File: src/rtl/fifo_goal_monitor.sv
// Observer for the full/empty goal fifo: mirrors the queue in a shadow
// model, flags protocol/data errors and drives the RL goal/episode outputs.
module fifo_goal_monitor #(
  parameter int width     = 8,
  parameter int depth     = 4,
  parameter int log2depth = 2,
  parameter int max_steps = 64,
  parameter int step_w    = 16
) (
  input  logic                 clk,
  input  logic                 rst,
  input  logic                 push,
  input  logic                 pop,
  input  logic [width-1:0]     datain,
  input  logic                 full,
  input  logic                 empty,
  input  logic [log2depth:0]   count,
  input  logic [width-1:0]     dataout,
  output logic                 reward,
  output logic                 goal_state,
  output logic [step_w-1:0]    goal_cnt,
  output logic [step_w-1:0]    step_cnt,
  output logic                 episode_done,
  output logic                 err_overflow,
  output logic                 err_underflow,
  output logic                 err_data,
  output logic                 err_count
);

  typedef enum logic {
    SEEK_FULL  = 1'b0,
    SEEK_EMPTY = 1'b1
  } goal_t;

  localparam logic [log2depth:0] DEPTH =
    (log2depth+1)'(depth);
  localparam logic [log2depth:0] OCC_ONE =
    (log2depth+1)'(1);
  localparam logic [step_w-1:0] LAST =
    step_w'(max_steps - 1);
  localparam logic [step_w-1:0] STEP_ONE =
    step_w'(1);
  localparam logic [log2depth-1:0] PTR_ONE =
    log2depth'(1);

  goal_t                state;
  logic [width-1:0]     mem [depth];
  logic [log2depth-1:0] wr_ptr;
  logic [log2depth-1:0] rd_ptr;
  logic [log2depth:0]   occ;
  logic [log2depth:0]   occ_nxt;

  logic s_full;
  logic s_empty;
  logic ovf;
  logic unf;
  logic wr_en;
  logic rd_en;
  logic head_bad;
  logic cnt_bad;
  logic goal_hit;
  logic last;

  always_comb begin
    s_full   = (occ == DEPTH);
    s_empty  = (occ == '0);
    ovf      = push & ~pop & s_full;
    unf      = pop & s_empty;
    wr_en    = push & ~ovf & ~unf;
    rd_en    = pop & ~unf;
    occ_nxt  = occ;
    unique case ({wr_en, rd_en})
      2'b10:   occ_nxt = occ + OCC_ONE;
      2'b01:   occ_nxt = occ - OCC_ONE;
      default: occ_nxt = occ;
    endcase
    head_bad = rd_en & (dataout != mem[rd_ptr]);
    cnt_bad  = (count != occ_nxt)
             | (full  != (occ_nxt == DEPTH))
             | (empty != (occ_nxt == '0));
    goal_hit = (state == SEEK_FULL) ? full : empty;
    last     = (step_cnt == LAST);
  end

  assign goal_state   = state;
  assign episode_done = last;

  always_ff @(posedge clk) begin
    if (rst) begin
      wr_ptr        <= '0;
      rd_ptr        <= '0;
      occ           <= '0;
      state         <= SEEK_FULL;
      goal_cnt      <= '0;
      step_cnt      <= '0;
      reward        <= 1'b0;
      err_overflow  <= 1'b0;
      err_underflow <= 1'b0;
      err_data      <= 1'b0;
      err_count     <= 1'b0;
    end else begin
      if (wr_en) begin
        mem[wr_ptr] <= datain;
        wr_ptr      <= wr_ptr + PTR_ONE;
      end
      if (rd_en) rd_ptr <= rd_ptr + PTR_ONE;
      occ <= occ_nxt;

      if (ovf) err_overflow <= 1'b1;
      if (unf) err_underflow <= 1'b1;
      if (head_bad) err_data <= 1'b1;
      // count checks are meaningless once the shadow has diverged
      if (cnt_bad & ~ovf & ~unf & ~err_overflow & ~err_underflow)
        err_count <= 1'b1;

      reward <= goal_hit;
      if (goal_hit) begin
        goal_cnt <= goal_cnt + STEP_ONE;
        state    <= (state == SEEK_FULL) ? SEEK_EMPTY : SEEK_FULL;
      end

      if (last) begin
        step_cnt <= '0;
        goal_cnt <= '0;
        state    <= SEEK_FULL;
      end else begin
        step_cnt <= step_cnt + STEP_ONE;
      end
    end
  end

endmodule
File: config.mk
export PLATFORM = sky130hd
export DESIGN_NAME = fifo_goal_monitor
export DESIGN_NICKNAME = d
export VERILOG_FILES = /design/src/rtl/fifo_goal_monitor.sv
export SDC_FILE = /design/constraint.sdc
export NUM_CORES = 1
export LEC_CHECK = 0
export CAP_MARGIN = 20
export CORE_UTILIZATION = 45
export CTS_CLUSTER_DIAMETER = 40
export DETAILED_ROUTE_END_ITERATION = 7
export GPL_TIMING_DRIVEN = 0
export PLACE_DENSITY_LB_ADDON = 0.12
export RECOVER_POWER = 25
export SLEW_MARGIN = 40
export SYNTH_ARGS = -nofsm -noshare
export SYNTH_HDL_FRONTEND = slang
export SYNTH_SLANG_ARGS = --single-unit
File: constraint.sdc
create_clock -name clk -period 3.65 [get_ports clk]
set_input_delay 0.73 -clock clk [delete_from_list [all_inputs] [get_ports clk]]
set_output_delay 0.73 -clock clk [all_outputs]
set_load 0.01 [all_outputs]
==> impl_metrics.tcl <==
set metrics [dict create \
    die_w_um 88.9 \
    fin_crit_ns 3.38 \
    grt_pass1_vias 2249 \
    clk_path_buf_depth 2 \
    diodes 0 \
    drc 0 \
    post_cts_buffers 0 \
    setup_viol 0 \
    ioPinCount 64 \
    routed_wl_mm 6.57 \
    grt_max_degree 17 \
    hp-class "reg2reg" \
    crit_path_end_kind "flip-flop" \
    cts.sinks 79 \
    clock_skew_ns 0.0112 \
    syn_inst 296 \
    antenna_left 0 \
    clk_pin_slew_ns 0.08 \
    powerDensity_nw_per_um2 513 \
    gp_congestion 0.745 \
    tritoncts "built" \
    dieHeight_um 88.9 \
    async_flop_share 0 \
    die_area_sq_um 7910 \
    max_slew_margin 0.676 \
    antenna_found_initial 0 \
    avgSynthCellArea_sq_um 11.5 \
    placed_area_sq_um 4150 \
    maxCapViolCount 0 \
    max_clock_freq_mhz 296 \
    max-vdd-ir-drop_uv 213 \
    root_buffer "clkbuf_8" \
    route.vias.total 2381 \
    status "finished, final reports clean" \
    core_sq_um 7290 \
    placed_cells_incl_taps 458 \
    htree_levels 3 \
    io_buffers 63 \
    start_kind "input pin" \
    drtIter0Drc 113 \
    nNetsFinal 403 \
    dpl.hpwl_mm 4.58 \
    synth_flop_cell "dfxtp_1" \
    synth-seq-area-share 0.559 \
    grt_remaining_overflow 0 \
    final_max_slew_viol_count 0 \
    tightest_slew_ns 0.483 \
    period_share 0.925 \
    drt-wirelength-per-cell_um 13.9 \
    track_usage 0.177 \
    seq_area_sq_um 1900 \
    path_class "in2reg" \
    drive_above_1_share 0.0933 \
    synthDistinctLibCells 42 \
    viasPerCell 5.02 \
    dr.pass1.iters 4 \
    synthesis.area_sq_um 3400 \
    instances_no_fill 474 \
    total_power_w 0.00224 \
    grt_pass1_wl_mm 10.5 \
    rows 31 \
    area_delta_synth_final_pct 28.6 \
    p_leak_nw 1.52 \
    cp_data_arrival_time_ns 3.59 \
    cp.required_ns 3.87 \
    finalInstanceArea_sq_um 4370 \
    syn-num-nets 329 \
    rsz0062_at_grt "no" \
    clkLatencyLatePin_ns 0.35 \
    multi_input_area_sq_um 1430 \
    ys_ff_latch 79 \
    hold_viol 0 \
    cts-buffers-inserted 9 \
    ys.warnings.count 0 \
    nFillCells 627 \
    path_max_fanout 4 \
    synth_edf_count 32 \
    start_util 0.466 \
]
## metal layers
metal | wire length, um | track usage
met1 | 3060 | 0.226
met2 | 3110 | 0.299
met3 | 308 | 0.0295
met4 | 91 | 0.0733
met5 | 0 | 0
## metrics by stage
step / hold WS (ns) / setup slack [ns] / utilization / TNS (ns)
finish: 0.469 / 0.273 / 0.599 / 0
global placement: 0.454 / -0.308 / 0.570 / -0.308
CTS: 0.475 / 0.0687 / 0.599 / 0
floorplan: 0.476 / 0.578 / - / 0
global route: 0.493 / 0.0522 / 0.599 / 0
detailed placement: 0.461 / -0.282 / 0.570 / -0.282
## critical path, cell delays in order
cell             delay, ns
clkdlybuf4s50_1       0.54
xnor2_1               0.11
o31ai_2               0.42
ha_1                  0.27
inv_1                 0.06
fa_1                  0.43
nor2b_1               0.15
a21oi_1               0.28
mux2_2                0.38
o22ai_1               0.12
a311oi_1              0.10
## logic make-up after synthesis
logic type	after synthesis	share of synthesized area
xor+xnor	38	0.0979
fa+ha+maj	8	0.0317
flops	79	0.559
compound gates	28	0.0486
buf+inv	19	0.0225
simple gates	112	0.174
mux	12	0.0662
## layout by cell type (no fill, tap or decap), types with 2 or more instances in the layout
| cell type | instances |
|---|---|
| buf_2 | 4 |
| and2_1 | 10 |
| and3_1 | 4 |
| mux2i_1 | 2 |
| o31ai_1 | 2 |
| ha_1 | 7 |
| o21ai_0 | 7 |
| inv_8 | 2 |
| nand2b_1 | 3 |
| clkbuf_8 | 9 |
| dfxtp_1 | 47 |
| nor2b_1 | 2 |
| and2b_1 | 2 |
| clkinv_4 | 2 |
| nor3_1 | 3 |
| or4_1 | 3 |
| nor4_1 | 2 |
| mux4_2 | 8 |
| inv_6 | 2 |
| nand4_1 | 10 |
| or3_1 | 6 |
| nand2_1 | 13 |
| nand3_1 | 6 |
| xor2_1 | 19 |
| edfxtp_1 | 32 |
| clkdlybuf4s50_1 | 54 |
| xnor2_1 | 19 |
| nor2_1 | 41 |
| clkbuf_1 | 5 |
| inv_1 | 10 |
| a21oi_1 | 12 |
| dlygate4sd3_1 | 9 |
## synth_stat cells, types with 2 or more instances
| cell type | n | share of area |
|---|---|---|
| nand2b_1 | 3 | 0.0055 |
| or3_1 | 6 | 0.011 |
| o21ai_0 | 7 | 0.010 |
| dfxtp_1 | 47 | 0.28 |
| xnor2_1 | 19 | 0.049 |
| edfxtp_1 | 32 | 0.28 |
| and2b_1 | 2 | 0.0044 |
| nand4_1 | 10 | 0.018 |
| inv_1 | 10 | 0.011 |
| nor3_1 | 3 | 0.0044 |
| o31ai_1 | 3 | 0.0066 |
| nor2_1 | 41 | 0.045 |
| mux2i_1 | 2 | 0.0059 |
| xor2_1 | 19 | 0.049 |
| nand2_1 | 13 | 0.014 |
| a21oi_1 | 12 | 0.018 |
| nand3_1 | 6 | 0.0088 |
| clkbuf_1 | 5 | 0.0055 |
| nor4_1 | 2 | 0.0037 |
| mux4_2 | 8 | 0.053 |
| nor2b_1 | 2 | 0.0037 |
| ha_1 | 7 | 0.026 |
| and2_1 | 10 | 0.018 |
| buf_2 | 4 | 0.0059 |
| and3_1 | 4 | 0.0074 |
| or4_1 | 3 | 0.0066 |
## flip-flops by register name (all words and copies together), names as in the netlist, named ones only
| name | cells |
|---|---|
| mem | 32 |
| goal_cnt | 16 |
| step_cnt | 16 |
| occ | 3 |
| rd_ptr | 2 |
| wr_ptr | 2 |
| err_count | 1 |
| err_data | 1 |
| err_overflow | 1 |
| err_underflow | 1 |
| goal_state | 1 |
| reward | 1 |
## worst paths after layout
check | startpoint | end | slack [ns] | cells after the start
setup / recovery | pop | err_count$_SDFFE_PP0P_ | 0.27 | 11
setup reg to reg | occ[0]$_SDFF_PP0_ | err_count$_SDFFE_PP0P_ | 0.71 | 11
hold / removal | err_data$_SDFFE_PP0P_ | err_data$_SDFFE_PP0P_ | 0.47 | 2
hold reg to reg | err_data$_SDFFE_PP0P_ | err_data$_SDFFE_PP0P_ | 0.47 | 2
## layout make-up
class                           instances  share of cell area
Inverter                               10             0.00859
Buffer                                  9             0.00887
Multi-Input combinational cell        198               0.326
Tap cell                               99              0.0283
Clock buffer                            9              0.0283
Clock inverter                          7              0.0200
Timing Repair Buffer                   63               0.144
Sequential cell                        79               0.435
## report_power, final
group	total, W	internal [W]	switching [W]
sequential	0.00104	0.000992	0.0000433
combinational	0.000524	0.000265	0.000259
clock	0.000684	0.000333	0.000351
total	0.00224	0.00159	0.000653
## what timing repair did
item	4_1_cts	5_1_grt
resized for setup	0	1
endpoints found under the setup margin	0	1
hold buffers	0	0
No activity file was read; power rests on OpenSTA's default activity.
